==> config.mk <==
export PLATFORM = sky130hd
export DESIGN_NAME = sccb_target
export DESIGN_NICKNAME = d
export VERILOG_FILES = /design/src/rtl/sccb_target.sv
export SDC_FILE = /design/constraint.sdc
export NUM_CORES = 1
export LEC_CHECK = 0
export BUFFER_PORTS_ARGS = -buffer_cell sky130_fd_sc_hd__buf_4
export CORE_ASPECT_RATIO = 1.1
export CORE_MARGIN = 2
export CORE_UTILIZATION = 58
export CTS_CLUSTER_SIZE = 30
export DETAILED_ROUTE_END_ITERATION = 16
export PLACE_DENSITY = 0.79
export SYNTH_ARGS = -nofsm -noshare
export SYNTH_HDL_FRONTEND = slang
export SYNTH_SLANG_ARGS = --single-unit
==> constraint.sdc <==
create_clock -name clk -period 2.2 [get_ports clk]
set_input_delay 0.22 -clock clk [delete_from_list [all_inputs] [get_ports clk]]
set_output_delay 0.22 -clock clk [all_outputs]
set_load 0.005 [all_outputs]
==> src/rtl/sccb_target.sv <==
// SCCB/I2C target with an 8-bit sub-address register port.
// SCL/SDA are oversampled in the clk domain; SDA is driven open-drain for ACK and read data.
module sccb_target #(
  parameter logic [6:0]  DEV_ADDR    = 7'h21,
  parameter int unsigned SYNC_STAGES = 2
) (
  input  logic       clk,
  input  logic       rst_n,
  input  logic       scl_in,
  input  logic       sda_in,
  output logic       sda_oe,
  output logic [7:0] reg_addr,
  output logic [7:0] reg_wdata,
  output logic       reg_we,
  output logic       reg_re,
  input  logic [7:0] reg_rdata,
  output logic       busy
);

  localparam int unsigned CNT_W = 4;

  typedef enum logic [3:0] {
    S_IDLE,
    S_DEVA,
    S_DEVA_ACK,
    S_SUBA,
    S_SUBA_ACK,
    S_WDATA,
    S_WDATA_ACK,
    S_RDATA,
    S_RDATA_ACK,
    S_IGNORE
  } state_e;

  logic [SYNC_STAGES-1:0] scl_sync_q;
  logic [SYNC_STAGES-1:0] sda_sync_q;
  logic                   scl_dly_q;
  logic                   sda_dly_q;

  logic scl_s;
  logic sda_s;
  logic scl_rise;
  logic scl_fall;
  logic start_det;
  logic stop_det;

  state_e           state_q;
  logic [CNT_W-1:0] bit_cnt_q;
  logic [6:0]       rx_q;
  logic [7:0]       tx_q;
  logic             rw_q;
  logic             ack_phase_q;
  logic             sda_oe_q;
  logic [7:0]       reg_addr_q;
  logic [7:0]       reg_wdata_q;
  logic             reg_we_q;
  logic             reg_re_q;
  logic             busy_q;
  logic [7:0]       rx_byte;

  // Input synchronizers plus one delay stage; idle bus is high so reset to 1.
  always_ff @(posedge clk or negedge rst_n) begin
    if (!rst_n) begin
      scl_sync_q <= '1;
      sda_sync_q <= '1;
      scl_dly_q  <= 1'b1;
      sda_dly_q  <= 1'b1;
    end else begin
      scl_sync_q <= {scl_sync_q[SYNC_STAGES-2:0], scl_in};
      sda_sync_q <= {sda_sync_q[SYNC_STAGES-2:0], sda_in};
      scl_dly_q  <= scl_s;
      sda_dly_q  <= sda_s;
    end
  end

  assign scl_s     = scl_sync_q[SYNC_STAGES-1];
  assign sda_s     = sda_sync_q[SYNC_STAGES-1];
  assign scl_rise  = scl_s & ~scl_dly_q;
  assign scl_fall  = ~scl_s & scl_dly_q;
  assign start_det = scl_s & scl_dly_q & sda_dly_q & ~sda_s;
  assign stop_det  = scl_s & scl_dly_q & ~sda_dly_q & sda_s;
  assign rx_byte   = {rx_q, sda_s};

  // Protocol FSM; all outputs registered.
  always_ff @(posedge clk or negedge rst_n) begin
    if (!rst_n) begin
      state_q     <= S_IDLE;
      bit_cnt_q   <= '0;
      rx_q        <= '0;
      tx_q        <= '0;
      rw_q        <= 1'b0;
      ack_phase_q <= 1'b0;
      sda_oe_q    <= 1'b0;
      reg_addr_q  <= '0;
      reg_wdata_q <= '0;
      reg_we_q    <= 1'b0;
      reg_re_q    <= 1'b0;
      busy_q      <= 1'b0;
    end else begin
      reg_we_q <= 1'b0;
      reg_re_q <= 1'b0;
      if (reg_re_q) begin
        tx_q <= reg_rdata;
      end
      // Post-write pointer advance, one clk after the strobe used the old pointer.
      if (reg_we_q) begin
        reg_addr_q <= reg_addr_q + 8'd1;
      end

      if (start_det) begin
        state_q     <= S_DEVA;
        bit_cnt_q   <= '0;
        sda_oe_q    <= 1'b0;
        ack_phase_q <= 1'b0;
        busy_q      <= 1'b1;
      end else if (stop_det) begin
        state_q     <= S_IDLE;
        bit_cnt_q   <= '0;
        sda_oe_q    <= 1'b0;
        ack_phase_q <= 1'b0;
        busy_q      <= 1'b0;
      end else begin
        case (state_q)
          S_DEVA, S_SUBA, S_WDATA: begin
            if (scl_rise) begin
              rx_q      <= rx_byte[6:0];
              bit_cnt_q <= bit_cnt_q + CNT_W'(1);
              if (bit_cnt_q == CNT_W'(7)) begin
                bit_cnt_q <= '0;
                if (state_q == S_DEVA) begin
                  if (rx_byte[7:1] != DEV_ADDR) begin
                    state_q <= S_IGNORE;
                  end else begin
                    state_q  <= S_DEVA_ACK;
                    rw_q     <= rx_byte[0];
                    reg_re_q <= rx_byte[0];
                  end
                end else if (state_q == S_SUBA) begin
                  reg_addr_q <= rx_byte;
                  state_q    <= S_SUBA_ACK;
                end else begin
                  reg_wdata_q <= rx_byte;
                  reg_we_q    <= 1'b1;
                  state_q     <= S_WDATA_ACK;
                end
              end
            end
          end

          // Target ACK slot: pull low on the fall after bit 8, release on the next fall.
          S_DEVA_ACK, S_SUBA_ACK, S_WDATA_ACK: begin
            if (scl_fall) begin
              if (!ack_phase_q) begin
                sda_oe_q    <= 1'b1;
                ack_phase_q <= 1'b1;
              end else begin
                ack_phase_q <= 1'b0;
                bit_cnt_q   <= '0;
                sda_oe_q    <= 1'b0;
                if (state_q == S_DEVA_ACK) begin
                  if (rw_q) begin
                    sda_oe_q <= ~tx_q[7];
                    tx_q     <= {tx_q[6:0], 1'b0};
                    state_q  <= S_RDATA;
                  end else begin
                    state_q <= S_SUBA;
                  end
                end else begin
                  state_q <= S_WDATA;
                end
              end
            end
          end

          S_RDATA: begin
            if (scl_fall) begin
              if (bit_cnt_q == CNT_W'(7)) begin
                sda_oe_q  <= 1'b0;
                bit_cnt_q <= '0;
                state_q   <= S_RDATA_ACK;
              end else begin
                sda_oe_q  <= ~tx_q[7];
                tx_q      <= {tx_q[6:0], 1'b0};
                bit_cnt_q <= bit_cnt_q + CNT_W'(1);
              end
            end
          end

          // Master ACK slot: ACK fetches the next pointer, NACK ends the read.
          S_RDATA_ACK: begin
            if (scl_rise && !ack_phase_q) begin
              reg_addr_q <= reg_addr_q + 8'd1;
              if (sda_s) begin
                state_q <= S_IGNORE;
              end else begin
                reg_re_q    <= 1'b1;
                ack_phase_q <= 1'b1;
              end
            end else if (scl_fall && ack_phase_q) begin
              ack_phase_q <= 1'b0;
              bit_cnt_q   <= '0;
              sda_oe_q    <= ~tx_q[7];
              tx_q        <= {tx_q[6:0], 1'b0};
              state_q     <= S_RDATA;
            end
          end

          default: begin
            sda_oe_q <= 1'b0;
          end
        endcase
      end
    end
  end

  assign sda_oe    = sda_oe_q;
  assign reg_addr  = reg_addr_q;
  assign reg_wdata = reg_wdata_q;
  assign reg_we    = reg_we_q;
  assign reg_re    = reg_re_q;
  assign busy      = busy_q;

endmodule

[Word-level counts from Yosys, hierarchy flattened]
Cells that the tools add are included.
Operators by class
  equal/unequal tests: 22
  bitwise operators: 17
  add/subtract/negate cells: 2
  reduce and logical (&&, ||, !) cells: 15
  mux-type cells: 85
Operators with widths (count)
  $mux W8: 19
  $mux W4: 23
  $mux W1: 34
  $ne A4 B4 Y1 const B: 8
  $pmux W4 S4: 2
  $pmux W8 S3: 1
  $reduce_and A7 Y1: 3
  $eq A4 B3 Y1 const B: 5
  $pmux W8 S2: 1
  $ne A5 B5 Y1 const B: 3
  $not A1 Y1: 10
  $reduce_and A9 Y1: 1
  $add A8 B1 Y8 const B: 1
  $eq A4 B2 Y1 const B: 2
  $reduce_and A4 Y1: 2
  $and A1 B1 Y1: 7
  $ne A7 B6 Y1 const B: 1
  $reduce_bool A6 Y1: 1
  $reduce_or A3 Y1: 2
  $reduce_and A5 Y1: 1
  $add A4 B1 Y4 const B: 1
  $eq A4 B1 Y1 const B: 1
  $eq A4 B4 Y1 const B: 1
  $pmux W1 S2: 2
  8 further kinds: 9
Storage, ports and cells
  bits in registers: 51
  input port bits: 12
  word-level logic and storage cells: 157

[Depth between registers and ports, before layout]
Gate-level depths: netlist of run 1.
  depth after elaboration: 9
  gate-level depth with buffers: 8

[Least setup slack after synthesis of run 1]
OpenSTA, ideal clock, no wires.
  kind: register to register
  from: reg scl_sync_q[1]
  to: reg reg_addr_q[1] (netlist: reg_addr[1])
  buffers on the path: 1
  library setup time: 126 ps
  stages on the path, launching flop included: 6
  setup slack: 198 ps
  arrival: 1876 ps
  cell sequence: dfstp_2 > buf_2 > nor3b_1 > nor2_1 > o41a_1 > a221o_1
Between the ends
  longest elaborated chain between the ends: 6
RTL lines
  from (decl): line 35  | logic [SYNC_STAGES-1:0] scl_sync_q;
  from (signal assigned): line 69  | scl_sync_q <= {scl_sync_q[SYNC_STAGES-2:0], scl_in};
  $and A1 B1 Y1: line 78  | assign scl_rise = scl_s & ~scl_dly_q;
  $logic_and A1 B1 Y1: line 191  | if (scl_rise && !ack_phase_q) begin
  $mux W8: line 191
  $pmux W8 S2: line 123  | case (state_q)
  $mux W8: line 116  | end else if (stop_det) begin
  $mux W8 *: line 110  | if (start_det) begin
  to (signal assigned): line 107  | reg_addr_q <= reg_addr_q + 8'd1;
  to (signal assigned): line 139  | reg_addr_q <= rx_byte;
  to (signal assigned): line 192  | reg_addr_q <= reg_addr_q + 8'd1;
  to (decl): line 54  | logic [7:0] reg_addr_q;
Mark *: on every way between the ends. The rest lies on a longest branch, timed or not.
A chain may end at the register's enable or synchronous reset.

[Worst setup path in the final report of run 1]
  from: reg state_q[1]
  to: reg tx_q[3]
Between the ends
  longest elaborated chain between the ends: 7
RTL lines
  from (decl): line 47  | state_e state_q;
  from (signal assigned): line 87  | state_q <= S_IDLE;
  from (signal assigned): line 111  | state_q <= S_DEVA;
  from (signal assigned): line 117  | state_q <= S_IDLE;
  $eq A4 B2 Y1: line 123, 160
  $mux W8: line 160  | if (state_q == S_DEVA_ACK) begin
  $mux W8: line 153  | if (!ack_phase_q) begin
  $mux W8: line 152  | if (scl_fall) begin
  $pmux W8 S3 *: line 123
  $mux W8 *: line 116
  $mux W8 *: line 110
  to (signal assigned): line 103  | tx_q <= reg_rdata;
  to (signal assigned): line 163  | tx_q <= {tx_q[6:0], 1'b0};
  to (signal assigned): line 183  | tx_q <= {tx_q[6:0], 1'b0};
  to (decl): line 50  | logic [7:0] tx_q;
Marks and branches as above.

==> out/metrics.yaml, run 1 <==
status: "finished, violations left"
violations: "design-rule violations"
grt_remaining_overflow: 0
ys_types: 61
place.gp.congestion: 0.9278
hold_class: "primary input to flip-flop"
antenna_left: 0
post-route-util_pct: 71.93
place_hpwl_um: 4778
clock-sinks: 51
clock_skew_ns: 0.009509
grt_pass1_wl_um: 11190
die_width_um: 70.93
core_sq_um: 4684
post-synth-top-area-cell: "dfrtp_1"
synth_top_area_share_pct: 39.40
synthTopCellsByArea: "dfrtp_1, mux2_2, dfstp_2"
end_kind: "flip-flop"
cts.clk_slew.worst_paths_ns: 0.10
setup_tns_ns: 0
tightest_slew_ns: 0.6311
slew_violations: 0
cts_max_level: 2
worstSetupPathType: "flip-flop to flip-flop"
ir_drop_uv: 623.3
clock_latency_ns: 0.32
crit_path_max_fanout: 9
crit_path_start_kind: "flip-flop"
cap_viol_max_count: 0
totalWireLength_um: 6452
diodes: 0
drcViolationCount: 2
grt_usage_pct: 25.49
rsz0062_at_grt: "false"
synth_area_sq_um: 2858
io_buffer_count: 31
synthesis.nets: 294
cts.path.max_buffers: 2
start_util_pct: 61.00
netlist_instances: 280
power_density_nw_per_um2: 1008
synth.most_common_cell: "dfrtp_1"
antenna_found_initial: 0
yosys_warnings: 0
numCtsBuffers: 5
required_ns: 2.41
final_layout_size_suffix_gt1_share_pct: 30.98
area_growth_pct: 17.91
fmax_ghz: 0.4941
viasPerCell: 6.060
synth_commonest_cells: "dfrtp_1, mux2_2, nand2_1, nor2_1, o21ai_0"
die_h_um: 77.62
post_cts_buffers: 0
finalNetCount: 339
syn_avg_cell_area_sq_um: 10.21
async_flop_share_pct: 100.0
cts_tree: "built"
via_count: 2315
drtIter0Drc: 146
synth_ff_type: "dfrtp_1"
core.rowCount: 26
cp.arrival_ns: 2.23
yosysSeqAreaShare_pct: 44.92
final_hold_viol_count: 0
wl_per_cell_um: 16.89
fin_crit_sh_pct: 91.99
io_pins: 32
clockRootBuffer: "clkbuf_8"
maxSlewHeadroom_pct: 57.93
drtPass1Iterations: 10
finalCriticalPeriod_ns: 2.024
p_leak_nw: 1.512
synth_edf_count: 0
grt_pass1_vias: 2295
fp.dieArea_sq_um: 5505
synth_seq_cells: 51
grt_start_max_net_pins: 52
setup-violations-final: 0
[cells by family (layout without fill, tap and decap cells)]
family / count (synthesis) / in the layout / synth area share, %
simple gates: 100 / 100 / 20.23
fa+ha+maj: 2 / 2 / 0.8755
flops: 51 / 51 / 44.92
compound gates: 67 / 67 / 17.08
buf+inv: 25 / 71 / 3.721
xor+xnor: 5 / 5 / 1.533
mux: 30 / 30 / 11.65
[where the power goes]
group	total (mW)	internal [mW]	switching, mW	leakage [nW]
logic	1.54	0.701	0.834	0.788
registers	1.29	1.10	0.188	0.675
clock network	0.574	0.234	0.339	0.0491
[stage by stage]
stage | hold slack (ns) | setup WS [ns] | total power [mW] | instance area (sq um) | std cells
floorplan | -0.07559 | 0.1981 | 2.358 | 2858 | 280
global placement | 0.2759 | 0.1277 | 2.809 | 3238 | 371
detailed placement | 0.2835 | 0.1053 | 2.814 | 3238 | 371
CTS | 0.1831 | 0.08206 | 3.389 | 3363 | 382
global route | 0.1886 | 0.02369 | 3.623 | 3369 | 382
finish | 0.1758 | 0.1762 | 3.395 | 3369 | 382
[final timing paths]
check | to | cells past startpoint | slack (ns) | start
setup / recovery | tx_q[3] | 6 | 0.18 | state_q[1]
hold / removal | tx_q[0] | 3 | 0.18 | reg_rdata[0]
setup reg to reg | tx_q[3] | 6 | 0.18 | state_q[1]
hold reg to reg | scl_sync_q[1] | 0 | 0.36 | scl_sync_q[0]
max in group asynchronous | reg_we | 2 | 1.31 | rst_n
min in group asynchronous | bit_cnt_q[1] | 2 | 0.47 | rst_n
[layout make-up]
type | count | area [sq um]
multi-input cells | 204 | 1474
flip-flops and latches | 51 | 1284
fillers | 366 | 1315
well taps | 56 | 70.07
clock inverters | 3 | 26.28
repair buffers | 54 | 412.9
inverters | 9 | 33.78
clock buffers | 5 | 68.82
[cell usage in the layout, fill, tap and decap left out, types with 4 or more instances in the layout]
cell | synthesis | final
a21oi_1 | 13 | 13
and3b_1 | 4 | 4
buf_4 | 0 | 51
clkbuf_8 | 0 | 5
dfrtp_1 | 45 | 45
dfstp_2 | 6 | 6
inv_1 | 9 | 9
mux2_2 | 25 | 25
mux2i_1 | 4 | 4
nand2_1 | 22 | 22
nand2b_1 | 5 | 5
nand3_1 | 11 | 11
nor2_1 | 19 | 19
nor2b_1 | 6 | 5
nor3_1 | 9 | 9
o21ai_0 | 15 | 15
o22ai_1 | 4 | 4
[state kept, by name (all words and copies together) (netlist names)]
name / flops
state_q: 4
bit_cnt_q: 4
rw_q: 1
tx_q: 8
scl_dly_q: 1
sda_oe: 1
reg_we: 1
sda_dly_q: 1
reg_addr: 8
sda_sync_q: 2
reg_wdata: 8
ack_phase_q: 1
reg_re: 1
scl_sync_q: 2
rx_q: 7
busy: 1
[routing by layer]
metal,wire (um),up-vias,part of all wire (%),global-route usage (%)
met2,3153,48,49,40.56
met5,0,-,0,0
li1,-,1124,-,-
met4,144,0,2.2,9.434
met1,2922,1130,45,34.81
met3,232,13,3.6,4.675
[worst max-delay path, stage by stage (launching register included)]
cell      delay, ns
dfrtp_1        0.44
buf_4          0.19
nor4b_4        0.35
a211oi_4       0.11
nor4_4         0.27
buf_4          0.21
mux2_2         0.35
[what timing repair did]
item / 4_1_cts / 5_1_grt
hold buffers: 3 / 0
endpoints found under the setup margin: 0 / 4
gates resized for setup: 0 / 2
hold endpoints to repair: 47 / 0
(Power assumes the default switching activity.)
==> run 2, diff against run 1 <==
CELL_PAD_IN_SITES_DETAIL_PLACEMENT = 0   (was not set)
CELL_PAD_IN_SITES_GLOBAL_PLACEMENT = 1   (was not set)
CORE_UTILIZATION = 46   (was 58)
PLACE_DENSITY = not set   (was 0.79)
PLACE_DENSITY_LB_ADDON = 0.1   (was not set)
SKIP_CTS_REPAIR_TIMING = 1   (was not set)
==> run 2 against run 1 <==
Net effect: the run now ends clean; routed wire length grew 8.4%; maximum frequency shrank 2.0%; global-route usage shrank 4.2 points; clock-buffer cell count is the same; first-iteration DRC count grew 4.8%; clock power grew 20%; combinational power grew 6%; sequential share of layout area shrank 1.2 points; cell area grew 3.4%; critical path depth shrank 2; critical endpoint is now reg_addr[1]; largest power group unchanged.
==> out/metrics.yaml, run 2 (synthesis gave the netlist of run 1 again) <==
status: "complete, no violations"
crit_path_max_fanout: 13
core.rowCount: 30
finalNetCount: 346
grt_start_max_net_pins: 52
numCtsBuffers: 5
mostFrequentLayoutCell: "buf_4"
required_ns: 2.40
diodes: 0
setup_tns_ns: 0
maxSlewHeadroom_pct: 56.19
setup_ws_ns: 0.1346
via_count: 2366
final_hold_viol_count: 0
end_kind: "flip-flop"
rsz0062_at_grt: "true"
p_leak_nw: 1.558
tightest_slew_ns: 0.6572
totalWireLength_um: 6995
drtPass1Iterations: 4
crit_family: "compound AO/OA/AOI/OAI gates"
fp.dieArea_sq_um: 6860
clock-sinks: 51
cts.clk_slew.worst_paths_ns: 0.09
grt_pass1_wl_um: 11330
place_area_sq_um: 3333
viasPerCell: 5.729
cap_viol_max_count: 0
fin_crit_sh_pct: 93.88
grt_remaining_overflow: 0
crit_chain: "nor3b_1 > nor2_1 > o41a_1 > a221o_1"
worstSetupPathType: "flip-flop to flip-flop"
hold_path.startpoint: "reg_rdata[0]"
hold_ws_ns: 0.1573
setup-violations-final: 0
die_width_um: 79.15
fmax_ghz: 0.4842
final_layout_size_suffix_gt1_share_pct: 32.13
cp.arrival_ns: 2.26
power_density_nw_per_um2: 1037
drcViolationCount: 0
crit_path_start_kind: "flip-flop"
final_area_sq_um: 3483
io_pins: 32
cts_tree: "built"
critPathBufInv: 0
place_hpwl_um: 5109
grt_pass1_vias: 2277
hold_class: "primary input to flip-flop"
cts.path.max_buffers: 2
grt_usage_pct: 21.30
area_growth_pct: 21.89
critPathSlowestCell: "dfstp_2"
start_util_pct: 47.00
finalPower_mw: 3.614
wl_per_cell_um: 16.94
clock_skew_ns: 0.01080
drtIter0Drc: 153
finalCriticalPeriod_ns: 2.065
place_ws_ns: 0.1034
die_h_um: 86.67
slew_violations: 0
core_sq_um: 6081
antenna_found_initial: 0
clock_latency_ns: 0.31
antenna_left: 0
clockRootBuffer: "clkbuf_8"
critPathLaunch: "scl_sync_q[1]"
place.gp.congestion: 0.8823
worstReg2RegStart: "scl_sync_q[1]"
layout_common_cells: "buf_4, dfrtp_1, mux2_2"
slowest_delay_ns: 0.66
cts_max_level: 2
io_buffer_count: 31
ir_drop_uv: 404.5
[run 2: changes by cell type in the layout (fill, tap and decap cells not counted)]
cell,delta
buf_4,+6
buf_12,+1
bufinv_16,+1
inv_6,-1
nor2b_1,+1
nor2b_2,-1
[run 2: tightest hold or removal path: stages]
cell and delay (ns):
buf_4 0.08, mux2i_1 0.05, nor2_1 0.08
[run 2: worst paths after layout]
| kind | depth (start not counted) | slack (ns) | to |
|---|---|---|---|
| worst max-delay path | 4 | 0.13 | reg_addr[1] |
| worst min-delay path | 3 | 0.16 | tx_q[0] |
| worst max register to register | 4 | 0.13 | reg_addr[1] |
| worst min register to register | 0 | 0.37 | scl_sync_q[1] |
| max in group asynchronous | 2 | 1.28 | state_q[2] |
| min in group asynchronous | 2 | 0.45 | bit_cnt_q[0] |
[run 2: cell type report]
type                    instances  area [sq um]
multi-input cells             204          1471
fillers                       569          2597
repair buffers                 61         478.0
inverters                       9         33.78
well taps                      80         100.1
clock buffers                   5         68.82
flip-flops and latches         51          1284
clock inverters                 3         47.55
[run 2: per-layer routing]
layer | GRT usage, % | wire length, um | share of wire, %
met2 | 38.21 | 3637 | 52
met5 | 0 | 0 | 0
met4 | 5.956 | 101 | 1.4
met3 | 3.646 | 293 | 4.2
met1 | 26.35 | 2962 | 42
[run 2: stage by stage]
| stage | utilization (%) | cells |
|---|---|---|
| 6_report | 57.28 | 413 |
| 5_1_grt | 57.28 | 413 |
| 4_1_cts | 56.73 | 410 |
| 3_5_place_dp | 54.81 | 402 |
| 3_3_place_gp | 54.81 | 402 |
| 2_1_floorplan | - | 280 |
[run 2: power by group]
part / internal, mW / leakage (nW) / switching, mW
Combinational: 0.777 / 0.824 / 0.863
Clock: 0.345 / 0.0587 / 0.343
Sequential: 1.10 / 0.675 / 0.187
